### src/rtl/imm_alu_sequencer_pkg.sv
// Shared definitions for the OP-IMM sequencer slice.
//   OPCODE_OP_IMM : major opcode of I-type ALU instructions
//   ALU_*         : 5-bit codes understood by the shared ALU
//   seq_state_t   : sequencer FSM state type
package processor_defines;

  localparam logic [6:0] OPCODE_OP_IMM = 7'b0010011;

  // Low three bits follow funct3; bit 3 distinguishes SRA from SRL.
  localparam logic [4:0] ALU_ADD  = 5'b00000;
  localparam logic [4:0] ALU_SLL  = 5'b00001;
  localparam logic [4:0] ALU_SLT  = 5'b00010;
  localparam logic [4:0] ALU_SLTU = 5'b00011;
  localparam logic [4:0] ALU_XOR  = 5'b00100;
  localparam logic [4:0] ALU_SRL  = 5'b00101;
  localparam logic [4:0] ALU_OR   = 5'b00110;
  localparam logic [4:0] ALU_AND  = 5'b00111;
  localparam logic [4:0] ALU_SRA  = 5'b01101;

  typedef enum logic [2:0] {
    S_IDLE,
    S_DECODE,
    S_READ,
    S_EXEC,
    S_WB,
    S_TRAP,
    S_DRAIN
  } seq_state_t;

endpackage

### src/rtl/imm_alu_sequencer_if.sv
// Bus between the sequencer and the shared ALU.
//   alu_start   : one-cycle issue pulse (sequencer -> ALU)
//   alu_control : ALU op code (sequencer -> ALU)
//   alu_op_a/b  : operands (sequencer -> ALU)
//   alu_done    : result valid (ALU -> sequencer)
//   alu_result  : result (ALU -> sequencer)
interface imm_alu_sequencer_if #(
  parameter int unsigned XLEN = 32
);
  logic            alu_start;
  logic [4:0]      alu_control;
  logic [XLEN-1:0] alu_op_a;
  logic [XLEN-1:0] alu_op_b;
  logic            alu_done;
  logic [XLEN-1:0] alu_result;

  modport master (
    output alu_start, alu_control, alu_op_a, alu_op_b,
    input  alu_done, alu_result
  );

  modport slave (
    input  alu_start, alu_control, alu_op_a, alu_op_b,
    output alu_done, alu_result
  );
endinterface

### src/rtl/imm_alu_sequencer_op_decode.sv
// Combinational OP-IMM decode.
//   opcode, funct3, imm : instruction fields
//   alu_control         : shared ALU op code
//   legal               : instruction is a supported OP-IMM encoding
//   imm_b               : operand-b value (shamt for shifts, sign-extended imm otherwise)
module imm_alu_op_decode
  import processor_defines::*;
#(
  parameter int unsigned XLEN = 32
) (
  input  logic [6:0]      opcode,
  input  logic [2:0]      funct3,
  input  logic [11:0]     imm,
  output logic [4:0]      alu_control,
  output logic            legal,
  output logic [XLEN-1:0] imm_b
);

  logic [6:0] imm_hi;
  assign imm_hi = imm[11:5];

  always_comb begin
    legal       = (opcode == OPCODE_OP_IMM);
    alu_control = ALU_ADD;
    imm_b       = {{(XLEN-12){imm[11]}}, imm};
    case (funct3)
      3'b000: alu_control = ALU_ADD;
      3'b001: begin
        alu_control = ALU_SLL;
        imm_b       = {{(XLEN-5){1'b0}}, imm[4:0]};
        if (imm_hi != 7'b0000000) legal = 1'b0;
      end
      3'b010: alu_control = ALU_SLT;
      3'b011: alu_control = ALU_SLTU;
      3'b100: alu_control = ALU_XOR;
      3'b101: begin
        alu_control = imm[10] ? ALU_SRA : ALU_SRL;
        imm_b       = {{(XLEN-5){1'b0}}, imm[4:0]};
        if (imm_hi != 7'b0000000 && imm_hi != 7'b0100000) legal = 1'b0;
      end
      3'b110: alu_control = ALU_OR;
      3'b111: alu_control = ALU_AND;
      default: alu_control = ALU_ADD;
    endcase
  end

endmodule

### src/rtl/imm_alu_sequencer.sv
// Multi-cycle sequencer for RISC-V OP-IMM instructions.
//   clk, rst_n          : clock, synchronous active-low reset
//   instr_valid/ready   : instruction handshake, instr is the word
//   flush               : abort current instruction without writeback
//   rf_raddr / rf_rdata : registered register-file read port
//   alu                 : shared ALU bus (master side)
//   rf_we/waddr/wdata   : register-file write port
//   illegal_instr       : pulse on a rejected instruction
//   busy                : sequencer not idle
//   retired_count       : wrapping count of retired instructions
module imm_alu_sequencer
  import processor_defines::*;
#(
  parameter int unsigned XLEN = 32
) (
  input  logic                clk,
  input  logic                rst_n,
  input  logic                instr_valid,
  input  logic [31:0]         instr,
  output logic                instr_ready,
  input  logic                flush,
  output logic [4:0]          rf_raddr,
  input  logic [XLEN-1:0]     rf_rdata,
  imm_alu_sequencer_if.master alu,
  output logic                rf_we,
  output logic [4:0]          rf_waddr,
  output logic [XLEN-1:0]     rf_wdata,
  output logic                illegal_instr,
  output logic                busy,
  output logic [31:0]         retired_count
);

  seq_state_t      state_q, state_d;
  logic [31:0]     instr_q;
  logic [4:0]      ctrl_q;
  logic [XLEN-1:0] op_a_q, op_b_q, result_q;
  logic            start_q;
  logic [31:0]     retired_q;

  logic [4:0]      dec_ctrl;
  logic            dec_legal;
  logic [XLEN-1:0] dec_imm_b;
  logic [4:0]      rd;
  logic            retire;

  assign rd = instr_q[11:7];

  imm_alu_op_decode #(.XLEN(XLEN)) u_decode (
    .opcode      (instr_q[6:0]),
    .funct3      (instr_q[14:12]),
    .imm         (instr_q[31:20]),
    .alu_control (dec_ctrl),
    .legal       (dec_legal),
    .imm_b       (dec_imm_b)
  );

  always_ff @(posedge clk) begin
    if (!rst_n) state_q <= S_IDLE;
    else        state_q <= state_d;
  end

  always_comb begin
    state_d = state_q;
    unique case (state_q)
      S_IDLE:   if (instr_valid) state_d = S_DECODE;
      S_DECODE: state_d = flush ? S_IDLE : (dec_legal ? S_READ : S_TRAP);
      S_READ:   state_d = flush ? S_IDLE : S_EXEC;
      S_EXEC: begin
        // A result arriving with flush is simply dropped; no drain needed.
        if (flush)             state_d = alu.alu_done ? S_IDLE : S_DRAIN;
        else if (alu.alu_done) state_d = S_WB;
      end
      S_WB:     state_d = S_IDLE;
      S_TRAP:   state_d = S_IDLE;
      S_DRAIN:  if (alu.alu_done) state_d = S_IDLE;
      default:  state_d = S_IDLE;
    endcase
  end

  always_comb begin
    instr_ready   = (state_q == S_IDLE);
    busy          = (state_q != S_IDLE);
    rf_raddr      = (state_q == S_DECODE) ? instr_q[19:15] : '0;
    retire        = (state_q == S_WB) && !flush;
    rf_we         = retire && (rd != 5'd0);
    rf_waddr      = (state_q == S_WB) ? rd : '0;
    rf_wdata      = (state_q == S_WB) ? result_q : '0;
    illegal_instr = (state_q == S_TRAP) && !flush;
  end

  always_ff @(posedge clk) begin
    if (!rst_n) begin
      instr_q   <= '0;
      ctrl_q    <= '0;
      op_a_q    <= '0;
      op_b_q    <= '0;
      result_q  <= '0;
      start_q   <= 1'b0;
      retired_q <= '0;
    end else begin
      // Issue pulse is registered so it lands in the first EXEC cycle only.
      start_q <= (state_q == S_READ) && (state_d == S_EXEC);
      if (state_q == S_IDLE && instr_valid) instr_q <= instr;
      if (state_q == S_READ && state_d == S_EXEC) begin
        ctrl_q <= dec_ctrl;
        op_a_q <= rf_rdata;
        op_b_q <= dec_imm_b;
      end
      if (state_q == S_EXEC && state_d == S_WB) result_q <= alu.alu_result;
      if (retire) retired_q <= retired_q + 32'd1;
    end
  end

  assign alu.alu_start   = start_q;
  assign alu.alu_control = ctrl_q;
  assign alu.alu_op_a    = op_a_q;
  assign alu.alu_op_b    = op_b_q;
  assign retired_count   = retired_q;

endmodule

### src/flat_wrapper.sv
// flat-port wrapper written by rule: the top's interface ports become plain ports
module imm_alu_sequencer_flat import processor_defines::*;
#(
  parameter int unsigned XLEN = 32
)
  (clk, rst_n, instr_valid, instr, instr_ready, flush, rf_raddr, rf_rdata, rf_we, rf_waddr, rf_wdata, illegal_instr, busy, retired_count, alu_alu_start, alu_alu_control, alu_alu_op_a, alu_alu_op_b, alu_alu_done, alu_alu_result);
  imm_alu_sequencer_if #(.XLEN(XLEN)) alu_i ();
  input  logic clk;
  input  logic rst_n;
  input  logic instr_valid;
  input  logic [31:0] instr;
  output logic instr_ready;
  input  logic flush;
  output logic [4:0] rf_raddr;
  input  logic [XLEN-1:0] rf_rdata;
  output logic rf_we;
  output logic [4:0] rf_waddr;
  output logic [XLEN-1:0] rf_wdata;
  output logic illegal_instr;
  output logic busy;
  output logic [31:0] retired_count;
  output wire logic [$bits(alu_i.alu_start)-1:0] alu_alu_start;
  output wire logic [$bits(alu_i.alu_control)-1:0] alu_alu_control;
  output wire logic [$bits(alu_i.alu_op_a)-1:0] alu_alu_op_a;
  output wire logic [$bits(alu_i.alu_op_b)-1:0] alu_alu_op_b;
  input wire logic [$bits(alu_i.alu_done)-1:0] alu_alu_done;
  input wire logic [$bits(alu_i.alu_result)-1:0] alu_alu_result;
  assign alu_alu_start = alu_i.alu_start;
  assign alu_alu_control = alu_i.alu_control;
  assign alu_alu_op_a = alu_i.alu_op_a;
  assign alu_alu_op_b = alu_i.alu_op_b;
  assign alu_i.alu_done = alu_alu_done;
  assign alu_i.alu_result = alu_alu_result;
  imm_alu_sequencer #(.XLEN(XLEN)) u_core (.clk(clk), .rst_n(rst_n), .instr_valid(instr_valid), .instr(instr), .instr_ready(instr_ready), .flush(flush), .rf_raddr(rf_raddr), .rf_rdata(rf_rdata), .alu(alu_i), .rf_we(rf_we), .rf_waddr(rf_waddr), .rf_wdata(rf_wdata), .illegal_instr(illegal_instr), .busy(busy), .retired_count(retired_count));
endmodule
### config.mk
export PLATFORM = sky130hd
export DESIGN_NAME = imm_alu_sequencer_flat
export DESIGN_NICKNAME = d
export VERILOG_FILES = /design/src/rtl/imm_alu_sequencer_pkg.sv /design/src/rtl/imm_alu_sequencer_if.sv /design/src/rtl/imm_alu_sequencer_op_decode.sv /design/src/rtl/imm_alu_sequencer.sv /design/src/flat_wrapper.sv
export SDC_FILE = /design/constraint.sdc
export NUM_CORES = 1
export LEC_CHECK = 0
export CORE_MARGIN = 5
export CORE_UTILIZATION = 43
export DETAILED_ROUTE_END_ITERATION = 7
export PLACE_DENSITY = 0.9
export REMOVE_ABC_BUFFERS = 1
export SLEW_MARGIN = 20
export SYNTH_ARGS = -nofsm -noshare
export SYNTH_HDL_FRONTEND = slang
export SYNTH_SLANG_ARGS = --single-unit
### constraint.sdc
create_clock -name clk -period 3.2 [get_ports clk]
set_input_delay 0.32 -clock clk [delete_from_list [all_inputs] [get_ports clk]]
set_output_delay 0.32 -clock clk [all_outputs]
set_load 0.03 [all_outputs]
Yosys cells after proc, flatten, opt, wreduce, memory -nomap -nowiden

Index checks and enable logic that the tools add are counted.

RAM bits: 0
Latch bits: 0
Memories: 0
Output and inout port bits: 148
Bits of input ports: 101
Bits in registers: 169
Memory bits (read-only): 0

Magnitude comparators: 0
Multiply operators: 0
Div/mod/pow operators: 0
Equality and inequality tests: 17
Bitwise operators: 0
Reduce and logical (&&, ||, !) cells: 14
Multiplexer cells: 18
Add/subtract/negate cells: 1
Shift operators: 0

Operators with widths:

| cell                                                  | number |
|---|---|
| two-way mux 32 bit                                    | 2 |
| case mux 5 bit (8 select lines)                       | 1 |
| adder 32 x 1 -> 32 bit, second input constant         | 1 |
| == test 3 bit, second input constant                  | 8 |
| two-way mux 3 bit                                     | 7 |
| == test 3 x 2 -> 1 bit, second input constant         | 5 |
| case mux 3 bit (5 select lines)                       | 1 |
| two-way mux 5 bit                                     | 2 |
| == test 7 x 5 -> 1 bit, second input constant         | 1 |
| logical AND 1 bit                                     | 7 |
| inequality test 7 x 6 -> 1 bit, second input constant | 1 |
| nonzero test 7 bit                                    | 1 |
| == test 3 x 1 -> 1 bit, second input constant         | 2 |
| zero test 3 bit                                       | 2 |
| nonzero test 5 bit                                    | 1 |
| two-way mux 4 bit                                     | 1 |
| nonzero test 3 bit                                    | 1 |
| two-way mux 1 bit                                     | 2 |
| two-way mux 2 bit                                     | 1 |
| case mux 1 bit (2 select lines)                       | 1 |
| OR reduction 2 bit                                    | 1 |
| zero test 1 bit                                       | 1 |

Depth between registers and ports, before layout

Gate-level depths: netlist of the first run.

Depth after elaboration: 9
Gate-level depth with buffers: 8
Depth with buffers taken out: 5

By module

From an unflattened synthesis of the first run, not the netlist that was laid out.

Cell total of the unflattened synthesis: 894
Area, all modules: 6894.1 µm²

Modules (own cells, without submodules):

| module            | cells each | area each (µm²) | times used |
|---|---|---|---|
| imm_alu_sequencer | 846        | 6573.8          | 1 |
| imm_alu_op_decode | 48         | 320.3           | 1 |

Worst setup path after synthesis of the first run

Ideal clock, no wire load.

Path kind: input port to flip-flop
Start: input port flush
End: register u_core.retired_q[29], in the netlist u_core.retired_count[29]
Library setup time: 70 ps
Path slack: 771 ps
Path buffers: 3
Arrival time: 2359 ps
Required time: 3130 ps
Stages on the path: 7
Path through: clkbuf_1 or4b_4 buf_6 or4_4 buf_6 or4_1 a21oi_1

Longest elaborated chain between the ends: 2

RTL lines:

| element              | line                     | source |
|---|---|---|
| start, declared      | flat_wrapper.sv:13       | `input logic flush;` |
| zero test 1 bit      | imm_alu_sequencer.sv:84  | `retire = (state_q == S_WB) && !flush;` |
| logical AND 1 bit    | imm_alu_sequencer.sv:84  |  |
| end signal, assigned | imm_alu_sequencer.sv:110 | `if (retire) retired_q <= retired_q + 32'd1;` |
| end, declared        | imm_alu_sequencer.sv:38  | `logic [31:0] retired_q;` |

No other way between the ends.
A chain may end at the register's enable or synchronous reset.

Worst setup path after layout of the first run

Start: register u_core.state_q[2]
End: output port rf_we

Longest elaborated chain between the ends: 3

RTL lines:

| element                | line                    | source |
|---|---|---|
| start, declared        | imm_alu_sequencer.sv:33 | `seq_state_t state_q, state_d;` |
| start signal, assigned | imm_alu_sequencer.sv:59 | `else state_q <= state_d;` |
| == test 3 bit          | imm_alu_sequencer.sv:84 |  |
| logical AND 1 bit      | imm_alu_sequencer.sv:84 |  |
| logical AND 1 bit      | imm_alu_sequencer.sv:85 | `rf_we = retire && (rd != 5'd0);` |
| end, declared          | flat_wrapper.sv:16      | `output logic rf_we;` |

No other way between the ends.

==> metrics, run 1 <==
status=completed; CP required=2.88 ns; first-pass GRT wire length=27.1 mm; Synth Warn #=0; # IOs=249; VDD IR max=0.389 mV; critical path class=reg2out; async set-or-reset flop fraction in the synthesized netlist=0%; post-route cell area=0.00913 mm2; Core Area=0.0139 mm2; final core utilization=65.5%; largest net degree at the start of global routing=81; Clock Sink Count=148; M1 WL=6.98 mm; Via density=5.11; post-synthesis simple-gate area fraction=28.1%; vias in the first global route=5,621; GP Congestion=0.773; Clk network pwr share=47.6%; Top Family by Delay on Critical Path=buffers and inverters; RSZ-0062 raised after global routing=false; pin slew with the least headroom to its limit=0.731 ns; Synth-to-Final Area Change=48.7%; slowest CP cell=clkdlybuf4s50_1; Crit path largest cell delay=0.72 ns; Final setup viols=0; R2R depth=4; Max Clock Freq=352 MHz; Synth Area in Compound Gates=14.7%; initial antenna violation count=1; clk slew on worst S/H paths=0.06 ns; Initial Util=44.1%; Remaining DRCs=0; count of final max-slew check failures=0; CTS tree=done; DP HPWL=12.2 mm; met3 WL=1.71 mm; GRT overflow=0; Die Wd=129 um; Tightest Hold Check Type=reg2reg; Post-DP Area=0.00854 mm2; Hold Crit Depth=2; Psw=920 uW; Post-Synthesis Cell Area=0.00614 mm2; multiplexer share of the synthesized area=0.326%; # rows=43; DRT antenna net count=0; die height=129 um; Pint=3230 uW; buffers plus inverters on the worst setup path=1; most frequent cells in the layout=clkdlybuf4s50_1, nand2_1, dfxtp_1; Die Footprint=0.0168 mm2; share of cells above drive strength 1=5.02%; synthesized flop and latch total=148; Sw Ratio=22.1%; clk_skew=0.00712 ns; Logic pwr share=6.7%; commonest non-fill, non-tap cell in the layout=clkdlybuf4s50_1; Vias=6,014; met2 wire length=8.34 mm; arrival time at the worst endpoint=2.52 ns; leakage power=0.00309 uW; CP Launch Type=flop; Layout Cells excl Fill=1,176; critical path depth in cells=3; Syn Inst Count=786; layout net count=1,086; Clock Latency Late Sink=0.41 ns; post-DR wirelength/cell=14.7 um; Fin. Hold Viols=0; Crit. End Element=output port; number of DRC markers in iteration 0=281; # hold bufs at CTS=0; main combinational cell family by area after synthesis=simple AND/OR/NAND/NOR gates; Synth Flop Type=dfxtp_1; Netlist cell types=44; Synth Area in XOR/XNOR=1.28%; Initial DRT Pass Iterations=5; root buf cell=clkbuf_16; drt total wl=17.3 mm; CTS Buf Count=17; port bufs=247; DP Cell Count=1,145; Post-CTS Setup Inserts=0; Final Critical Period=2.84 ns; Seq/Total Area, Yosys=48.3%; top sig layer=met5; GRT Util Overall=20.0%; Pwr Density=455 mW/mm2; clk buf depth=2; Post-Synth Adder-Cell Area=0.204%; number of synthesized flops with an enable pin=0; max-cap check violation count=0; Seq pwr share=45.6%; cells along the critical path=or4b_4, a21oi_1, clkdlybuf4s50_1; antenna cells=0; Post-CTS Resized=0; syn avg cell area=7.81 um2; H-tree Lvls=4; Slew HR=51.1%; CP max FO=14; Pwr Total=4150 uW; Final period util=88.7%
[registers in the layout (all words and copies together), names as in the netlist]
signal and flops:
u_core.result_q 32, u_core.instr_q 32, u_core.retired_count 32, u_core.state_q 3
u_core.alu.alu_start 1, u_core.alu.alu_op_b 12, u_core.alu.alu_control 4, u_core.alu.alu_op_a 32
[tightest hold or removal path: cells and delay by family (launching register included)]
family | cells | cell delay [ns]
AND/OR/NAND/NOR | 1 | 0.05
AO/OA/AOI/OAI | 1 | 0.05
flip-flops | 1 | 0.30
[power by group through the flow]
stage / sequential, uW / clock [uW] / combinational [uW]
after floorplan: 1930 / 0 / 103
after global placement: 1930 / 0 / 278
after detailed placement: 1940 / 0 / 281
after CTS: 1900 / 2020 / 282
after global routing: 1900 / 2100 / 304
final: 1900 / 1980 / 279
[area by class of cell]
class,count,area [um2]
Fill cell,1127,4810
Tap cell,180,225
Clock buffer,20,467
Clock inverter,11,126
Sequential cell,148,2960
Multi-Input combinational cell,551,2750
Inverter,8,32.5
Timing Repair Buffer,258,2570
[through the flow]
step / setup WS [ns] / hold slack [ns] / TNS [ns]
floorplan: -1.57 / 0.431 / -82.35
global placement: 0.531 / 0.437 / 0
detailed placement: 0.486 / 0.444 / 0
CTS: 0.383 / 0.426 / 0
global route: 0.230 / 0.440 / 0
finish: 0.360 / 0.449 / 0
[synthesized netlist by cell type (2+ instances only)]
cell type / instances / area, um2
nor4_1: 4 / 25.0
xor2_1: 4 / 35.0
dfxtp_1: 148 / 2960
a21oi_1: 137 / 686
nor4b_1: 2 / 17.5
mux2i_1: 2 / 20.0
nand2b_1: 2 / 12.5
and2_1: 40 / 250
clkbuf_1: 50 / 188
or4b_2: 2 / 20.0
o21ai_0: 9 / 45.0
nor3_1: 5 / 25.0
xnor2_1: 5 / 43.8
buf_1: 3 / 11.3
nor2_1: 18 / 67.6
inv_1: 7 / 26.3
and4_1: 4 / 35.0
nand3_1: 19 / 95.1
or4_1: 13 / 97.6
and3_1: 9 / 56.3
nand2_1: 231 / 867
buf_4: 21 / 158
buf_6: 4 / 45.0
nor2b_1: 2 / 12.5
or4b_4: 2 / 27.5
o31ai_1: 13 / 97.6
or3_1: 8 / 50.1
nand4_1: 6 / 37.5
[kinds of logic after synthesis]
kind of cell,count (synthesis)
flops,148
fa+ha+maj,1
simple gates,370
compound gates,168
other cells,1
mux,2
xor+xnor,9
buf+inv,87
[metal layers]
metal,vias to the layer above,GRT usage (%)
li1,3004,-
met1,2757,23.9
met2,222,33.1
met3,29,7.63
met4,2,6.66
met5,-,0
[path summary, 6_finish.rpt]
kind                                           endpoint                       startpoint  slack, ns
hold / removal          u_core.instr_q[18]$_SDFFE_PN0P_  u_core.instr_q[18]$_SDFFE_PN0P_       0.45
setup reg to reg  u_core.retired_count[26]$_SDFFE_PN0P_     u_core.state_q[2]$_SDFF_PN0_       0.63
setup / recovery                                  rf_we     u_core.state_q[2]$_SDFF_PN0_       0.36
hold reg to reg         u_core.instr_q[18]$_SDFFE_PN0P_  u_core.instr_q[18]$_SDFFE_PN0P_       0.45
Power figures use the tool's default switching activity.
==> run 2: changes to the inputs <==
--- a/config.mk
+++ b/config.mk
@@ -8,6 +8,7 @@
 export CORE_MARGIN = 5
 export CORE_UTILIZATION = 43
 export DETAILED_ROUTE_END_ITERATION = 7
+export HOLD_SLACK_MARGIN = 0.06
 export PLACE_DENSITY = 0.9
 export REMOVE_ABC_BUFFERS = 1
 export SLEW_MARGIN = 20
==> results of run 2 <==
No change in the layout: final DEF, timing and power equal those of run 1.
==> run 3: changes to the inputs <==
--- a/config.mk
+++ b/config.mk
@@ -5,11 +5,12 @@
 export SDC_FILE = /design/constraint.sdc
 export NUM_CORES = 1
 export LEC_CHECK = 0
+export ABC_AREA = 1
 export CORE_MARGIN = 5
-export CORE_UTILIZATION = 43
+export CORE_UTILIZATION = 45
 export DETAILED_ROUTE_END_ITERATION = 7
 export HOLD_SLACK_MARGIN = 0.06
-export PLACE_DENSITY = 0.9
+export PLACE_DENSITY = 0.91
 export REMOVE_ABC_BUFFERS = 1
 export SLEW_MARGIN = 20
 export SYNTH_ARGS = -nofsm -noshare
==> metrics, run 3 <==
Slew HR=53.7% (was 51.1%); Final Critical Period=2.78 ns (was 2.84 ns); setup ws final=0.417 ns (was 0.360 ns); Post-CTS Setup Inserts=0 (unchanged); port bufs=247 (unchanged); Via density=5.06 (was 5.11); vias in the first global route=6,959 (was 5,621); DP Cell Count=1,400 (was 1,145); Post-Synthesis Cell Area=0.00687 mm2 (was 0.00614 mm2); layout net count=1,333 (was 1,086); Crit. End Element=output port (unchanged); Netlist cell types=30 (was 44); Hold Crit Depth=3 (was 2); first-pass GRT wire length=33.0 mm (was 27.1 mm); Initial DRT Pass Iterations=5 (unchanged); clk buf depth=2 (unchanged); CTS tree=done (unchanged); Synth Flop Type=dfxtp_1 (unchanged); CP max FO=37 (was 14); max-cap check violation count=0 (unchanged); die height=134 um (was 129 um); CTS Buf Count=17 (unchanged); share of cells above drive strength 1=4.18% (was 5.02%); Final setup viols=0 (unchanged); syn avg cell area=6.70 um2 (was 7.81 um2); status=completed (unchanged); Max Clock Freq=359 MHz (was 352 MHz); Tightest Hold Check Type=in2reg (was reg2reg); arrival time at the worst endpoint=2.46 ns (was 2.52 ns); GP Congestion=0.880 (was 0.773); # hold bufs at CTS=0 (unchanged); hold path start=rst_n (was u_core.instr_q[18]$_SDFFE_PN0P_); fillers=1,232 (was 1,127); CP startpoint=u_core.state_q[1]$_SDFF_PN0_ (was u_core.state_q[2]$_SDFF_PN0_); post-DR wirelength/cell=14.5 um (was 14.7 um); most frequent cells in the layout=clkdlybuf4s50_1, nor2_1, nand2_1 (was clkdlybuf4s50_1, nand2_1, dfxtp_1); number of synthesized flops with an enable pin=0 (unchanged); commonest non-fill, non-tap cell in the layout=clkdlybuf4s50_1 (unchanged); CP Launch Type=flop (unchanged); pin slew with the least headroom to its limit=0.693 ns (was 0.731 ns); H-tree Lvls=4 (unchanged); Initial Util=45.5% (was 44.1%); Seq/Total Area, Yosys=43.1% (was 48.3%); Post-DP Area=0.00925 mm2 (was 0.00854 mm2); post-route cell area=0.00988 mm2 (was 0.00913 mm2); number of DRC markers in iteration 0=442 (was 281); Clock Sink Count=148 (unchanged); Synth-to-Final Area Change=43.8% (was 48.7%); Die Wd=134 um (was 129 um); DP HPWL=14.7 mm (was 12.2 mm); antenna cells=0 (unchanged); Vias=7,248 (was 6,014); leakage power=0.00366 uW (was 0.00309 uW); initial antenna violation count=0 (was 1); Layout Cells excl Fill=1,432 (was 1,176); GRT overflow=0 (unchanged); root buf cell=clkbuf_16 (unchanged); Die Footprint=0.0178 mm2 (was 0.0168 mm2); R2R depth=7 (was 4); Pwr Density=442 mW/mm2 (was 455 mW/mm2); Critical R2R Launch=u_core.state_q[1]$_SDFF_PN0_ (was u_core.state_q[2]$_SDFF_PN0_); Area contributors post-synth=dfxtp_1, nor2_1, nand2_1 (was dfxtp_1, nand2_1, a21oi_1); clk slew on worst S/H paths=0.06 ns (about the same); CP required=2.88 ns (about the same); DRT antenna net count=0 (unchanged); RSZ-0062 raised after global routing=false (unchanged); # IOs=249 (unchanged); Clock Latency Late Sink=0.42 ns (was 0.41 ns); # rows=45 (was 43); largest area contributor in the netlist=dfxtp_1 (unchanged); GRT Util Overall=22.7% (was 20.0%); Fin. Hold Viols=0 (unchanged); async set-or-reset flop fraction in the synthesized netlist=0% (unchanged); Post-CTS Resized=0 (unchanged); largest net degree at the start of global routing=65 (was 81); VDD IR max=0.369 mV (was 0.389 mV); synthesized flop and latch total=148 (unchanged); Core Area=0.0151 mm2 (was 0.0139 mm2); Remaining DRCs=0 (unchanged); clk_skew=0.0110 ns (was 0.00712 ns); drt total wl=20.8 mm (was 17.3 mm); count of final max-slew check failures=0 (unchanged); top cells by count, synth=nor2_1, nand2_1, dfxtp_1, inv_1, a21oi_1 (was nand2_1, dfxtp_1, a21oi_1, clkbuf_1, and2_1); Syn Inst Count=1,026 (was 786); Final period util=87.0% (was 88.7%); critical path class=reg2out (unchanged); top-area cell type share of the netlist area=43.1% (was 48.3%); most common cell in the synthesized netlist=nor2_1 (was nand2_1); Setup WS pre-CTS=0.909 ns (was 0.486 ns); Synth Warn #=0 (unchanged)
run 3: cell count changes in the layout (fill, tap and decap cells not counted), moves of 39 or more:
cell     delta
nand2_1    -48
nor2_1    +195
a21oi_1    -39
o21ai_0    +75
inv_1     +117
and2_1     -40
run 3: layout make-up:
class	instances	area [um2]	area share (%)
multi-input cells	681	3040	30.7
flip-flops and latches	148	2960	30.0
repair buffers	256	2540	25.7
inverters	127	477	4.82
clock buffers	22	464	4.70
well taps	188	235	2.38
clock inverters	10	171	1.73
run 3: where the power goes:
group	switching, uW	total, uW	internal, uW
logic	173	337	165
clock network	784	2140	1360
registers	15.9	1890	1880
run 3: worst paths after layout:
kind | endpoint | slack [ns]
worst max-delay path | rf_wdata[12] | 0.42
worst min-delay path | u_core.result_q[11]$_SDFFE_PN0P_ | 0.32
worst max register to register | u_core.instr_q[28]$_SDFFE_PN0P_ | 0.95
worst min register to register | u_core.instr_q[19]$_SDFFE_PN0P_ | 0.45
run 3: critical path: stages, from the launching register on:
cell and delay (ns):
dfxtp_1 0.42, inv_1 0.14, nand2_1 0.20, nor2_1 0.08
inv_2 0.45, nor2_1 0.11, clkdlybuf4s50_1 0.63
run 3: cells by family after synthesis:
group	share of synthesized area, %
buffers and inverters	12.7
and+or+nand+nor	28.9
adders and majority gates	0.182
AOI/OAI and AO/OA	14.5
DFF	43.1
other	0.0546
xor gates and xnor gates	0.510
run 3: layer usage:
layer  global-route usage (%)  up-vias  wire, um
met5                        0        -         0
met4                     8.74        0       484
met3                     8.69       44      1770
met2                     40.0      304     10400
met1                     24.6     3279      8160
li1                         -     3621         -
run 3: stage by stage:
stage               util (%)  hold WS (ns)  TNS (ns)  power (uW)
floorplan                  -         0.428    -32.17        2070
global placement        61.3         0.439         0        2260
detailed placement      61.3         0.442         0        2270
CTS                     65.5         0.310         0        4400
global route            65.5         0.318         0        4520
finish                  65.5         0.323         0        4370
